===== src/rtl/ioctl_text_feeder_if.sv =====
// Handshake bundle between hps_io (download side), the text feeder and the
// ACIA receive path (character side).
interface ioctl_text_feeder_if;
    logic       ioctl_download;
    logic       ioctl_wr;
    logic [7:0] ioctl_data;
    logic       ioctl_wait;
    logic [7:0] out_data;
    logic       out_valid;
    logic       out_ready;

    // master: the host / download + consumer side
    modport master (
        output ioctl_download, ioctl_wr, ioctl_data, out_ready,
        input  ioctl_wait, out_data, out_valid
    );

    // slave: the feeder itself
    modport slave (
        input  ioctl_download, ioctl_wr, ioctl_data, out_ready,
        output ioctl_wait, out_data, out_valid
    );
endinterface


===== src/rtl/ioctl_text_feeder.sv =====
// Buffers ioctl download bytes in a small FIFO, rewrites line endings / case,
// and paces characters into the ACIA receive path with idle gaps.
module ioctl_text_feeder #(
    parameter int DEPTH_LOG2   = 4,
    parameter int AFULL_MARGIN = 2,
    parameter int CNT_W        = 24,
    parameter int CHAR_GAP     = 50000,
    parameter int LINE_GAP     = 2500000
) (
    input  logic                  clk,
    input  logic                  n_reset,
    input  logic                  enable_i,
    input  logic [1:0]            eol_mode_i,
    ioctl_text_feeder_if.slave    bus,
    output logic                  busy_o,
    output logic                  overflow_o
);
    localparam int DEPTH = 1 << DEPTH_LOG2;
    localparam logic [DEPTH_LOG2:0] FULL_CNT  = (DEPTH_LOG2+1)'(DEPTH);
    localparam logic [DEPTH_LOG2:0] AFULL_CNT = (DEPTH_LOG2+1)'(DEPTH - AFULL_MARGIN);
    localparam logic [CNT_W-1:0]    CHAR_GAP_C = CNT_W'(CHAR_GAP);
    localparam logic [CNT_W-1:0]    LINE_GAP_C = CNT_W'(LINE_GAP);

    typedef enum logic [1:0] {ST_IDLE, ST_PRESENT, ST_GAP} state_t;

    state_t                state_q;
    logic [7:0]            mem_q [DEPTH];
    logic [DEPTH_LOG2-1:0] wr_ptr_q, rd_ptr_q;
    logic [DEPTH_LOG2:0]   count_q, count_d;
    logic [CNT_W-1:0]      gap_q;
    logic [7:0]            out_data_q;
    logic                  out_valid_q;
    logic                  wait_q;
    logic                  overflow_q;
    logic                  download_q;

    logic [7:0] byte_f;
    logic       drop, accept, wr_req, pop, full, do_write, lost;

    always_comb begin
        byte_f = bus.ioctl_data;
        drop   = 1'b0;
        if (bus.ioctl_data == 8'h1A) begin
            drop = 1'b1;
        end else if (bus.ioctl_data == 8'h0A) begin
            if (eol_mode_i == 2'd1)
                byte_f = 8'h0D;
            else if (eol_mode_i[1])
                drop = 1'b1;
        end else if (eol_mode_i == 2'd3 && bus.ioctl_data >= 8'h61 && bus.ioctl_data <= 8'h7A) begin
            byte_f = bus.ioctl_data & 8'hDF;
        end
    end

    assign accept   = bus.ioctl_wr & bus.ioctl_download & enable_i;
    assign wr_req   = accept & ~drop;
    assign pop      = enable_i & (state_q == ST_PRESENT) & out_valid_q & bus.out_ready;
    assign full     = (count_q == FULL_CNT);
    // A simultaneous pop frees the slot, so a full FIFO still takes the byte.
    assign do_write = wr_req & (~full | pop);
    assign lost     = wr_req & full & ~pop;

    always_comb begin
        count_d = count_q;
        if (!enable_i)
            count_d = '0;
        else if (do_write && !pop)
            count_d = count_q + (DEPTH_LOG2+1)'(1);
        else if (pop && !do_write)
            count_d = count_q - (DEPTH_LOG2+1)'(1);
    end

    always_ff @(posedge clk) begin
        if (do_write)
            mem_q[wr_ptr_q] <= byte_f;
    end

    always_ff @(posedge clk or negedge n_reset) begin
        if (!n_reset) begin
            wr_ptr_q   <= '0;
            rd_ptr_q   <= '0;
            count_q    <= '0;
            wait_q     <= 1'b0;
            overflow_q <= 1'b0;
            download_q <= 1'b0;
        end else begin
            download_q <= bus.ioctl_download;
            count_q    <= count_d;
            wait_q     <= (count_d >= AFULL_CNT);
            if (lost)
                overflow_q <= 1'b1;
            else if (bus.ioctl_download && !download_q)
                overflow_q <= 1'b0;
            if (!enable_i) begin
                wr_ptr_q <= '0;
                rd_ptr_q <= '0;
            end else begin
                if (do_write) wr_ptr_q <= wr_ptr_q + DEPTH_LOG2'(1);
                if (pop)      rd_ptr_q <= rd_ptr_q + DEPTH_LOG2'(1);
            end
        end
    end

    always_ff @(posedge clk or negedge n_reset) begin
        if (!n_reset) begin
            state_q     <= ST_IDLE;
            out_data_q  <= 8'h00;
            out_valid_q <= 1'b0;
            gap_q       <= '0;
        end else if (!enable_i) begin
            state_q     <= ST_IDLE;
            out_valid_q <= 1'b0;
        end else begin
            case (state_q)
                ST_IDLE: begin
                    if (count_q != '0) begin
                        out_data_q  <= mem_q[rd_ptr_q];
                        out_valid_q <= 1'b1;
                        state_q     <= ST_PRESENT;
                    end
                end
                ST_PRESENT: begin
                    if (bus.out_ready) begin
                        out_valid_q <= 1'b0;
                        gap_q       <= (out_data_q == 8'h0D) ? LINE_GAP_C : CHAR_GAP_C;
                        state_q     <= ST_GAP;
                    end
                end
                ST_GAP: begin
                    if (gap_q == '0)
                        state_q <= ST_IDLE;
                    else
                        gap_q <= gap_q - CNT_W'(1);
                end
                default: state_q <= ST_IDLE;
            endcase
        end
    end

    assign bus.ioctl_wait = wait_q;
    assign bus.out_data   = out_data_q;
    assign bus.out_valid  = out_valid_q;
    assign overflow_o     = overflow_q;
    assign busy_o         = (count_q != '0) | (state_q != ST_IDLE) | bus.ioctl_download;
endmodule

===== src/flat_wrapper.sv =====
// flat-port wrapper written by rule: the top's interface ports become plain ports
module ioctl_text_feeder_flat 
#(
    parameter int DEPTH_LOG2   = 4,
    parameter int AFULL_MARGIN = 2,
    parameter int CNT_W        = 24,
    parameter int CHAR_GAP     = 50000,
    parameter int LINE_GAP     = 2500000
)
  (clk, n_reset, enable_i, eol_mode_i, busy_o, overflow_o, bus_ioctl_download, bus_ioctl_wr, bus_ioctl_data, bus_out_ready, bus_ioctl_wait, bus_out_data, bus_out_valid);
  ioctl_text_feeder_if bus_i ();
  input  logic clk;
  input  logic n_reset;
  input  logic enable_i;
  input  logic [1:0] eol_mode_i;
  output logic busy_o;
  output logic overflow_o;
  input wire logic [$bits(bus_i.ioctl_download)-1:0] bus_ioctl_download;
  input wire logic [$bits(bus_i.ioctl_wr)-1:0] bus_ioctl_wr;
  input wire logic [$bits(bus_i.ioctl_data)-1:0] bus_ioctl_data;
  input wire logic [$bits(bus_i.out_ready)-1:0] bus_out_ready;
  output wire logic [$bits(bus_i.ioctl_wait)-1:0] bus_ioctl_wait;
  output wire logic [$bits(bus_i.out_data)-1:0] bus_out_data;
  output wire logic [$bits(bus_i.out_valid)-1:0] bus_out_valid;
  assign bus_i.ioctl_download = bus_ioctl_download;
  assign bus_i.ioctl_wr = bus_ioctl_wr;
  assign bus_i.ioctl_data = bus_ioctl_data;
  assign bus_i.out_ready = bus_out_ready;
  assign bus_ioctl_wait = bus_i.ioctl_wait;
  assign bus_out_data = bus_i.out_data;
  assign bus_out_valid = bus_i.out_valid;
  ioctl_text_feeder #(.DEPTH_LOG2(DEPTH_LOG2), .AFULL_MARGIN(AFULL_MARGIN), .CNT_W(CNT_W), .CHAR_GAP(CHAR_GAP), .LINE_GAP(LINE_GAP)) u_core (.clk(clk), .n_reset(n_reset), .enable_i(enable_i), .eol_mode_i(eol_mode_i), .bus(bus_i), .busy_o(busy_o), .overflow_o(overflow_o));
endmodule

===== config.mk =====
export PLATFORM = sky130hd
export DESIGN_NAME = ioctl_text_feeder_flat
export DESIGN_NICKNAME = d
export VERILOG_FILES = /design/src/rtl/ioctl_text_feeder_if.sv /design/src/rtl/ioctl_text_feeder.sv /design/src/flat_wrapper.sv
export SDC_FILE = /design/constraint.sdc
export NUM_CORES = 1
export LEC_CHECK = 0
export CAP_MARGIN = 20
export CORE_MARGIN = 8
export CORE_UTILIZATION = 30
export CTS_CLUSTER_DIAMETER = 50
export DETAILED_ROUTE_END_ITERATION = 6
export PLACE_DENSITY = 0.55
export SYNTH_ARGS = -nofsm -noshare
export SYNTH_HDL_FRONTEND = slang
export SYNTH_SLANG_ARGS = --single-unit

===== constraint.sdc =====
create_clock -name clk -period 3.6 [get_ports clk]
set_clock_uncertainty 0.15 [all_clocks]
set_input_delay 1.08 -clock clk [delete_from_list [all_inputs] [get_ports clk]]
set_output_delay 1.08 -clock clk [all_outputs]
set_load 0.05 [all_outputs]

# == After elaboration in Yosys (flattened, before gate mapping) ==
# Memories as Yosys holds them, arrays and structs flattened. A register that Yosys moved wholly into a read port is not among the register bits.
# Cells that the tools add are included.
# totals
regBits,43
in_bits,16
word_cells,100
ramBits,128
output_inout_bits,12
memories,1
# classes
reduce_logical,19
muxes,32
bitwise,15
magnitude_cmp,3
n_eq_ne,16
add_sub_neg,5
# mem_list
memory,words,word_bits,rd,rd_ports_with_merged_regs,write_ports,line_no,rtl
u_core.mem_q,16,8,1,1,1,ioctl_text_feeder.sv:27,logic [7:0] mem_q [DEPTH];
# op_table
cell,count
two-way mux 24 bit,2
case mux 24 bit (2 select lines),1
zero test 24 bit,1
two-way mux 8 bit,3
subtractor 24 x 1 -> 24 bit (second input constant),1
two-way mux 22 bit,1
equality test 8 x 4 -> 1 bit (second input constant),2
two-way mux 4 bit,4
two-way mux 5 bit,3
two-way mux 1 bit,11
AND 1 bit,9
AND reduction 3 bit,3
adder 4 x 1 -> 4 bit (second input constant),2
equality test 8 x 5 -> 1 bit (second input constant),1
greater-or-equal comparator 8 x 7 -> 1 bit (second input constant),1
less-or-equal comparator 8 x 7 -> 1 bit (second input constant),1
two-way mux 2 bit,4
two-way mux 6 bit,1
inequality test 3 x 2 -> 1 bit (second input constant),2
case mux 2 bit (3 select lines),1
nonzero test 2 bit,3
adder 5 x 1 -> 5 bit (second input constant),1
equality test 5 bit (second input constant),1
greater-or-equal comparator 5 x 4 -> 1 bit (second input constant),1
15 further kinds,30

# == Logic depth before layout (Yosys ltp) ==
# depth
ltp_word,13
mapped_depth,9
mapped_depth_nobuf,9

# == Worst setup path before layout ==
# Ideal clock, no wire load.
# synth_path
path_type,in2reg
from,input bus_out_ready
to,"memory u_core.mem_q[3][0], enable pin"
setup_slack_ns,0.314
cell_stages,7
setup_time_ns,0.383
n_path_buf,2
t_arrival_ns,2.752
path_cell_list,and4b_1 > buf_2 > and2_0 > o211a_1 > buf_2 > nand2_1 > nor3_1
# synth_via
elab_chain_len,5
# synth_lines
item,line_no,rtl
from (decl),flat_wrapper.sv:21,input wire logic [$bits(bus_i.out_ready)-1:0] bus_out_ready;
AND 1 bit,ioctl_text_feeder.sv:57,assign pop = enable_i & (state_q == ST_PRESENT) & out_valid_q & bus.out_ready;
bitwise OR 1 bit,ioctl_text_feeder.sv:60,assign do_write = wr_req & (~full | pop);
AND 1 bit,ioctl_text_feeder.sv:60,
two-way mux 1 bit,ioctl_text_feeder.sv:74,if (do_write)
two-way mux 1 bit (implied by the code),ioctl_text_feeder.sv:75,mem_q[wr_ptr_q] <= byte_f;
to (decl),ioctl_text_feeder.sv:27,
# Every way passes these cells.

# == Worst setup path in the final report ==
# layout_path
from,register u_core.count_q[1]
to,output busy_o
# layout_via
elab_chain_len,3
# layout_lines
item,line_no,rtl
from (decl),ioctl_text_feeder.sv:29,"logic [DEPTH_LOG2:0] count_q, count_d;"
from (signal assigned),ioctl_text_feeder.sv:88,count_q <= count_d;
nonzero test 5 bit,ioctl_text_feeder.sv:144,assign busy_o = (count_q != '0) | (state_q != ST_IDLE) | bus.ioctl_download;
bitwise OR 1 bit (2 in a row),ioctl_text_feeder.sv:144,
to (decl),flat_wrapper.sv:16,output logic busy_o;
# Every way passes these cells.

==> out/qor.csv <==
metric,value,unit
drtIter0Drc,410,
avgRoutedWirePerCell,18.9,um
clockBufferDepth,2,
status,finished clean,
async_reset_ff_share,28.5,%
rsz0062_at_grt,false,
gr-usage-met1,14.8,%
synth_edf_count,128,
grt_pass1_wl,27.1,mm
synth_area_leaders,"edfxtp_1 50%, dfrtp_1 16%, mux4_2 12%",
synth_cell_type_count,60,
clk_latency,0.43,ns
max_cap_viol_count,0,
root_buffer,clkbuf_16,
fmax,0.300,GHz
place_ws,-0.199,ns
antenna_found_initial,1,
cts_setup_buffers,0,
insertedDiodeCount,0,
path_cells,inv_1 -> ha_1 -> or3b_2 -> nor2_1 -> nand2_1 -> buf_12,
final.fill_count,2398,
worstMarginPinSlew,1.06,ns
critPathMaxStageDelay,0.50,ns
timing_hold_violations_final,0,
portBuffers,27,
met3_usage,3.33,%
final_max_slew_viol_count,0,
grt_use_met2,18.2,%
dieArea,31200,um2
area_growth,18.8,%
drc_errors,0,
core,25700,um2
fin_cells,904,
die_w,177,um
h-tree-depth,4,
dr.pass1.iters,5,
syn-num-nets,526,
ys_warn_count,0,
gr-usage-all-layers,11.4,%
cts.hold.buffers_added,0,
hp-class,flip-flop to flip-flop,
p_leak,3.16,nW
post_cts_resized,0,
nets,580,
period_minus_slack,3.33,ns
avgSynthCellArea,15.4,um2
syn_inst,502,
fin_ws,0.268,ns
synth_top_area_share,49.6,%
syn_area,7750,um2
layout-drive-gt1-share,21.8,%
cp_data_arrival_time,2.10,ns
dp_hpwl,11.9,mm
yosysTopAreaCell,edfxtp_1,
worstSetupEndpointType,output pin,
vias_per_cell,5.00,
gp_congestion,0.768,
num_rows,59,
overflow,0,
setup_viol,0,
top_usage_layer,met2,
crit_path_max_fanout,6,
synth_top_flop_cell,edfxtp_1,
antenna_left,0,
clock-sinks,179,
power_density,573,nW/um2
initial_utilization,30.2,%
setup-tns-final,0,ns
pin_count,28,
cts_buffers,17,
routed_wl,17.1,mm
yosysSeqAreaShare,66.1,%
dp.cells,870,
finalCritPeriodShare,92.6,%
grt_pass1_vias,4707,
fin_util,35.8,%
ir_drop,0.417,mV
slew_headroom,28.8,%
critPathKind,flip-flop to output pin,
cp_slowest_cell,or3b_2,
dieHeight,177,um
clkSlewWorstSetupHoldPaths,0.08,ns
cts_tree,built,
start_kind,flip-flop,
cp.required,2.37,ns
vias,4521,
ys_ff_latch,179,
grt_max_degree,36,
[through the flow]
step	instance area [um2]	hold slack (ns)	power [mW]
after floorplan	7750	0.294	3.10
after global placement	8580	0.313	3.39
after detailed placement	8580	0.338	3.42
after CTS	9190	0.356	5.31
after global routing	9210	0.385	5.48
final	9210	0.343	5.27
[per-layer routing]
metal  up-vias  routed length, um
met5         -                 13
met4         2                299
met3        29               1110
met2       139               8280
met1      2302               7370
li1       2049                  -
[cells in the final DEF (no fill, tap or decap), types with 5 or more instances in the layout]
master	n
edfxtp_1	128
dfrtp_1	50
nor2_1	40
mux4_2	40
nand2_1	29
buf_4	29
clkdlybuf4s50_1	25
clkbuf_16	17
a21oi_1	16
and2_1	13
o21ai_0	12
nor3_1	12
inv_1	11
xnor2_1	10
or3_1	8
nand2b_1	8
mux2_2	8
ha_1	8
nand3_1	7
nand4b_1	5
nand4_1	5
inv_8	5
inv_6	5
[power by group]
group | internal, mW | total [mW] | switching, mW
combinational | 0.358 | 0.884 | 0.526
sequential | 2.35 | 2.50 | 0.142
clock | 1.00 | 1.90 | 0.892
total | 3.71 | 5.27 | 1.56
[state kept, by name, indices dropped and copies added (netlist names)]
signal	flops
u_core.rd_ptr_q	4
u_core.download_q	1
u_core.bus.out_valid	1
u_core.state_q	2
u_core.overflow_o	1
u_core.mem_q	128
u_core.bus.ioctl_wait	1
u_core.wr_ptr_q	4
u_core.count_q	5
u_core.bus.out_data	8
u_core.gap_q	24
[layout make-up]
type                            count  area [um2]  area share [%]
Sequential cell                   179        5120            55.6
Clock inverter                     15         183            1.98
Multi-Input combinational cell    287        2480            27.0
Tap cell                          335         419            4.55
Clock buffer                       17         425            4.62
Timing Repair Buffer               59         528            5.74
Inverter                           12        45.0           0.489
[worst max-delay path, delay by kind of cell, from the launching register on]
family / cells / cell delay, ns
adder cells (fa/ha/maj): 1 / 0.18
buffers and inverters: 2 / 0.26
flip-flops: 1 / 0.43
AND/OR/NAND/NOR: 3 / 0.80
[kinds of logic after synthesis]
| kind of cell | after synthesis | synth area share, % |
|---|---|---|
| xor+xnor | 14 | 1.58 |
| simple gates | 154 | 10.8 |
| mux | 49 | 12.9 |
| buf+inv | 36 | 1.84 |
| flops | 179 | 66.1 |
| compound gates | 62 | 5.43 |
| fa+ha+maj | 8 | 1.29 |
[path summary, 6_finish.rpt]
check                                                endpoint  slack, ns  cells past startpoint                         from
min in group asynchronous        u_core.gap_q[22]$_DFFE_PN0P_       0.45                      1                      n_reset
worst min-delay path            u_core.overflow_o$_DFFE_PN0P_       0.34                      2  u_core.download_q$_DFF_PN0_
worst max-delay path                                   busy_o       0.27                      6  u_core.count_q[1]$_DFF_PN0_
worst min register to register  u_core.overflow_o$_DFFE_PN0P_       0.34                      2  u_core.download_q$_DFF_PN0_
max in group asynchronous        u_core.gap_q[16]$_DFFE_PN0P_       2.23                      2                      n_reset
worst max register to register    u_core.gap_q[9]$_DFFE_PN0P_       0.76                      9  u_core.gap_q[0]$_DFFE_PN0P_
[synth_stat cells, drive strengths merged, types with 3 or more instances]
library cell,count
or2,3
o311ai,4
nor2,40
a21oi,17
xnor2,10
o211ai,3
mux2,8
a21o,3
and2,14
and3,4
nand4b,5
clkbuf,16
ha,8
nand2,29
nand2b,8
xor2,4
mux4,40
o22ai,4
buf,8
nand4,6
or4,4
o21ai,13
inv,12
or3,8
nor3,12
dfrtp,51
nor4,6
edfxtp,128
nand3,7
o21a,3
Note: power is estimated with default switching activity, not from simulation.
